`src/rtl/trace_commit_serializer.sv`:
```
// Dual-lane commit capture FIFO feeding a one-record-per-pulse trace port.
// Optional TRACE_DROP_CNT_EN adds a saturating dropped-record counter.
module trace_commit_serializer #(
   parameter int DEPTH = 8
) (
   input  logic        clk_i,
   input  logic        rst_ni,
   input  logic        commit0_valid_i,
   input  logic [31:0] commit0_pc_i,
   input  logic [31:0] commit0_instr_i,
   input  logic [4:0]  commit0_rd_i,
   input  logic [31:0] commit0_rd_data_i,
   input  logic        commit0_is_load_i,
   input  logic        commit0_is_store_i,
   input  logic        commit0_is_float_i,
   input  logic [1:0]  commit0_mem_size_i,
   input  logic [31:0] commit0_mem_addr_i,
   input  logic [31:0] commit0_mem_data_i,
   input  logic [4:0]  commit0_fflags_i,
   input  logic        commit1_valid_i,
   input  logic [31:0] commit1_pc_i,
   input  logic [31:0] commit1_instr_i,
   input  logic [4:0]  commit1_rd_i,
   input  logic [31:0] commit1_rd_data_i,
   input  logic        commit1_is_load_i,
   input  logic        commit1_is_store_i,
   input  logic        commit1_is_float_i,
   input  logic [1:0]  commit1_mem_size_i,
   input  logic [31:0] commit1_mem_addr_i,
   input  logic [31:0] commit1_mem_data_i,
   input  logic [4:0]  commit1_fflags_i,
   output logic        ready_o,
   output logic        overflow_o,
`ifdef TRACE_DROP_CNT_EN
   output logic [15:0] drop_cnt_o,
`endif
   output logic        valid_o,
   output logic [31:0] pc_o,
   output logic [31:0] instr_o,
   output logic [31:0] reg_data_o,
   output logic [31:0] mem_addr_o,
   output logic [31:0] mem_data_o,
   output logic [4:0]  reg_addr_o,
   output logic [1:0]  mem_size_o,
   output logic        is_load_o,
   output logic        is_store_o,
   output logic        is_float_o,
   output logic [31:0] fpu_flags_o
);

   localparam int AW = $clog2(DEPTH);
   localparam int CW = AW + 1;

   typedef struct packed {
      logic [31:0] pc;
      logic [31:0] instr;
      logic [4:0]  rd;
      logic [31:0] rd_data;
      logic        is_load;
      logic        is_store;
      logic        is_float;
      logic [1:0]  mem_size;
      logic [31:0] mem_addr;
      logic [31:0] mem_data;
      logic [4:0]  fflags;
   } rec_t;

   typedef enum logic [1:0] {IDLE, PULSE, GAP} state_t;

   rec_t          mem [DEPTH];
   rec_t          rec0, rec1, first, hold;
   state_t        state;
   logic [AW-1:0] wptr, rptr;
   logic [CW-1:0] count, free;
   logic [1:0]    nvalid, npush, ndrop;
   logic          pop, valid;

   assign rec0 = {commit0_pc_i, commit0_instr_i, commit0_rd_i,
                  commit0_rd_data_i, commit0_is_load_i,
                  commit0_is_store_i, commit0_is_float_i,
                  commit0_mem_size_i, commit0_mem_addr_i,
                  commit0_mem_data_i, commit0_fflags_i};
   assign rec1 = {commit1_pc_i, commit1_instr_i, commit1_rd_i,
                  commit1_rd_data_i, commit1_is_load_i,
                  commit1_is_store_i, commit1_is_float_i,
                  commit1_mem_size_i, commit1_mem_addr_i,
                  commit1_mem_data_i, commit1_fflags_i};

   // Free space is taken before this cycle's pop, so drops are lane-ordered.
   assign free   = CW'(DEPTH) - count;
   assign nvalid = {1'b0, commit0_valid_i} + {1'b0, commit1_valid_i};
   assign first  = commit0_valid_i ? rec0 : rec1;
   assign pop    = (state != PULSE) && (count != '0);
   assign ready_o = free >= CW'(2);

   always_comb begin
      npush = nvalid;
      if (free == '0)
         npush = 2'd0;
      else if (free == CW'(1) && nvalid == 2'd2)
         npush = 2'd1;
      ndrop = nvalid - npush;
   end

   always_ff @(posedge clk_i) begin
      if (npush != 2'd0)
         mem[wptr] <= first;
      if (npush == 2'd2)
         mem[wptr + AW'(1)] <= rec1;
   end

   always_ff @(posedge clk_i) begin
      if (!rst_ni) begin
         state      <= IDLE;
         wptr       <= '0;
         rptr       <= '0;
         count      <= '0;
         hold       <= '0;
         valid      <= 1'b0;
         overflow_o <= 1'b0;
      end else begin
         wptr  <= wptr + AW'(npush);
         count <= count + CW'(npush) - CW'(pop);
         if (ndrop != 2'd0)
            overflow_o <= 1'b1;
         if (pop) begin
            hold <= mem[rptr];
            rptr <= rptr + AW'(1);
         end
         unique case (state)
            IDLE, GAP: begin
               valid <= pop;
               state <= pop ? PULSE : IDLE;
            end
            PULSE: begin
               valid <= 1'b0;
               state <= GAP;
            end
            default: begin
               valid <= 1'b0;
               state <= IDLE;
            end
         endcase
      end
   end

`ifdef TRACE_DROP_CNT_EN
   logic [16:0] drop_sum;
   assign drop_sum = {1'b0, drop_cnt_o} + 17'(ndrop);

   always_ff @(posedge clk_i) begin
      if (!rst_ni)
         drop_cnt_o <= '0;
      else
         drop_cnt_o <= drop_sum[16] ? 16'hFFFF : drop_sum[15:0];
   end
`endif

   assign valid_o     = valid;
   assign pc_o        = hold.pc;
   assign instr_o     = hold.instr;
   assign reg_addr_o  = hold.rd;
   assign reg_data_o  = hold.rd_data;
   assign is_load_o   = hold.is_load;
   assign is_store_o  = hold.is_store;
   assign is_float_o  = hold.is_float;
   assign mem_size_o  = hold.mem_size;
   assign mem_addr_o  = hold.mem_addr;
   assign mem_data_o  = hold.mem_data;
   assign fpu_flags_o = {27'b0, hold.fflags};

endmodule

```
`config.mk`:
```
export PLATFORM = sky130hd
export DESIGN_NAME = trace_commit_serializer
export DESIGN_NICKNAME = d
export VERILOG_FILES = /design/src/rtl/trace_commit_serializer.sv
export SDC_FILE = /design/constraint.sdc
export NUM_CORES = 2
export LEC_CHECK = 0
export CAP_MARGIN = 25
export CORE_MARGIN = 2
export CORE_UTILIZATION = 60
export CTS_CLUSTER_SIZE = 14
export DETAILED_ROUTE_END_ITERATION = 16
export PLACE_DENSITY = 0.81
export SLEW_MARGIN = 20
export SYNTH_ARGS = -nofsm -noshare
export SYNTH_HDL_FRONTEND = slang
export SYNTH_SLANG_ARGS = --single-unit
```
`constraint.sdc`:
```
create_clock -name clk_i -period 67.2 [get_ports clk_i]
set_input_delay 20.16 -clock clk_i [delete_from_list [all_inputs] [get_ports clk_i]]
set_output_delay 20.16 -clock clk_i [all_outputs]
set_load 0.005 [all_outputs]
```
==> parameters.txt <==
Parameter                              Value

Power and ir drop
  Power density cells    36.1 mW/mm2
  Leakage dissipation    28.6 nW
  IR drop worst, VDD    0.0513 mV

Logic synthesis
  Post-synthesis register bit count    1589
  Area contributors post-synth    edfxtp_1 54%, mux2_2 18%, mux4_2 10%
  Share of the yosys chip area belonging to registers    0.589
  Area share of the largest cell type after synthesis    0.540
  Cell taking the most area after synthesis    edfxtp_1
  Mean area per synthesized cell    17.2 um2
  Synthesis Warnings    0
  Post-Synthesis Cells    4510
  Number of distinct library cells after synthesis    44
  Area of the mapped netlist    0.0778 mm2

Floorplanning
  Die outline area    0.133 mm2
  Core ar.    0.129 mm2
  IO Count    559
  Standard-cell row count    132
  Starting density of the core    0.602
  Die H    364 um
  Die outline width    364 um

STA
  Achievable Freq    42.3 MHz
  Remaining max-slew budget at the tightest pin    0.0872
  Worst clock skew on the final layout    0.0250 ns
  Final worst path period share    0.352
  Setup repair after global routing missed its margin    false
  Slew Viols, Final    0
  Final critical delay including setup and external delays    23.66 ns
  Setup violators final    0
  Final count of hold timing violations    0
  Total Negative Setup Slacks    0 ns
  Slew at the pin closest to its max-slew limit    1.37 ns

Critical path
  Crit path DAT    24.19 ns
  Top cell family by delay on the critical path    buffers and inverters
  Crit path cell chain    clkdlybuf4s50_1, ha_1, or3b_1, a211oi_4, buf_12, buf_4, mux2_2
  Crit path max-delay cell type    buf_4
  Maximum fanout count along the critical path    125
  Setup CP Type    input pin to register
  Number of stages on the worst setup path    7
  Worst Setup Start Kind    input pin
  Worst Reg-to-Reg Cells    9
  Number of buffer and inverter instances along the worst setup path    3
  Required arrival time at the worst endpoint    67.73 ns
  Worst stage delay on the critical path    0.96 ns
  Crit path capture type    register

Drt
  Post-detailed-route DRC marker count    0
  Antenna Nets Post-Route    0
  Final routed wirelength across all metal layers    197000 um
  Via count    44.4k
  DRT Pass-1 Iters    5
  Via/cell ratio    6.50
  Number of design-rule violations left by the first detailed-router iteration    4751
  Routed length per instance    28.8 um

Placed design
  Routability congestion estimate from global placement    0.789
  Number of port buffers    531
  Area after DPL    0.0842 mm2
  Half-perimeter wire length after detailed placement    103000 um

Clock tree
  Number of buffers between clock root and the deepest sink    3
  H-tree depth    4
  Clk pin slew, worst setup/hold paths    0.06 ns
  Clock latency on the worst-skew pair    0.80 ns
  CTS Hold Buffers Added    0
  Clock root buffer master    clkbuf_16
  Post-CTS setup buffer count    0
  Cts repair resizes    0
  Number of clock buffers inserted by TritonCTS    164
  CTS tree    built
  CTS sink count    1589

GRT
  Number of global-route vias before repair    46.4k
  Global-route wire length before repair    293000 um
  Largest net degree at the start of global routing    204
  Aggregate global-route resource usage    0.297
  Number of antenna violations at the first check in global routing    16
  Grt ovf    0

Run
  Max_cap viols    0

Status
  Outcome    finished clean

Final layout
  Ratio of cells with drive above 1 in the final layout    0.377
  Area of the multi-input gates    0.0302 mm2
  FF/Latch Area    0.0458 mm2
  Syn-to-layout area delta    14.9%
  Layout fillers    8442
  Post-route cell area    0.0894 mm2
  Number of nets in the final layout    5311

Worst hold path
  Count of cells along the worst hold path    1
  Worst hold path class    register to register
[layer usage]
metal	global-route usage	vias to the layer above	routed length, um
li1	-	19100	-
met1	0.408	23000	78100
met2	0.491	2005	96900
met3	0.0482	298	16400
met4	0.0948	12	5060
met5	0	-	57
[state kept, by name, indices dropped and copies added (netlist names), 2 cells and up]
signal	count
count	4
fpu_flags_o	5
instr_o	32
mem	1400
mem_addr_o	32
mem_data_o	32
mem_size_o	2
pc_o	32
reg_addr_o	5
reg_data_o	32
rptr	3
state	2
wptr	3
[cell usage after synthesis]
cell type and instances:
o41ai_1 2, mux2_2 1246, buf_4 54, clkinv_1 1
o41ai_4 1, mux4_2 350, or3b_1 1, conb_1 1
nor3_2 1, xnor2_1 6, mux2_1 329, nor4_1 1
nor3_1 5, o41a_1 1, and2_1 3, buf_1 34
ha_1 13, o22ai_1 1, a21oi_1 178, xor2_1 3
nor3b_1 2, buf_2 113, o21ai_4 4, o32a_1 1
o21a_1 2, inv_1 10, clkbuf_1 120, a211oi_2 4
mux2i_1 176, o21bai_1 4, nor2_1 10, a21o_1 1
nand3_1 5, or3b_4 1, edfxtp_1 1400, buf_6 38
nand2b_1 3, nand2_1 11, nand3b_1 1, fa_1 2
o21ai_0 178, o31ai_1 1, or3_1 3, dfxtp_1 189
[cell usage in the layout, fill, tap and decap left out, drive strengths merged, types with 4 or more instances in the layout]
cell,count
conb,27
ha,13
xnor2,6
mux2i,176
clkinv,59
o21bai,4
a211oi,4
nand2,11
nand3,5
clkdlybuf4s50,529
a21oi,178
clkbuf,232
o21ai,182
mux2,1575
inv,17
buf,69
diode,13
nor3,6
mux4,350
edfxtp,1400
nor2,10
bufinv,7
dfxtp,189
[path summary, 6_finish.rpt]
| check | to | startpoint | slack [ns] |
|---|---|---|---|
| setup reg to reg | mem[6][155]$_DFFE_PP_ | count[0]$_SDFF_PN0_ | 62.65 |
| setup / recovery | mem[7][170]$_DFFE_PP_ | commit1_valid_i | 43.54 |
| hold reg to reg | valid_o$_SDFF_PN0_ | state[0]$_SDFF_PN0_ | 0.45 |
| hold / removal | valid_o$_SDFF_PN0_ | state[0]$_SDFF_PN0_ | 0.45 |
[logic make-up after synthesis]
| kind of cell | after synthesis | synth area share |
|---|---|---|
| xor gates and xnor gates | 9 | 0.00101 |
| DFF | 1589 | 0.589 |
| muxes | 2101 | 0.352 |
| AOI/OAI and AO/OA | 378 | 0.0261 |
| and+or+nand+nor | 47 | 0.00314 |
| other | 1 | 0.0000482 |
| adders and majority gates | 15 | 0.00261 |
| buffers and inverters | 370 | 0.0259 |
[worst register-to-register path: cells and delay by family (launching register included)]
kind / cells / cell delay [ns]
adder cells (fa/ha/maj): 1 / 0.28
AO/OA/AOI/OAI: 3 / 1.25
flip-flops: 1 / 0.44
buffers and inverters: 5 / 2.16
[layout make-up]
cell class                 count  share of cell area
tap                         1742              0.0244
clock buffer                 231              0.0502
multi-input combinational   2577               0.337
clock inverter                73             0.00670
antenna                       13            0.000364
timing repair buffer         599              0.0678
sequential                  1589               0.513
inverter                      11            0.000462
[per-stage QoR]
stage,instances,hold slack (ns),worst slack (ns),utilization,power (W)
after detailed placement,6514,0.448,42.40,0.652,0.00237
final,6835,0.446,43.54,0.692,0.00323
after global placement,6514,0.434,42.40,0.652,0.00235
after global routing,6833,0.494,43.40,0.692,0.00336
after floorplan,4536,0.423,27.61,-,0.00210
after CTS,6818,0.451,43.24,0.691,0.00324
[power breakdown]
group          internal (W)  leakage (nW)  switching (W)
logic              0.000449          11.8       0.000521
registers           0.00131          14.3      0.0000757
clock network      0.000493          2.50       0.000379
total               0.00226          28.6       0.000975
Power figures use the tool's default switching activity.
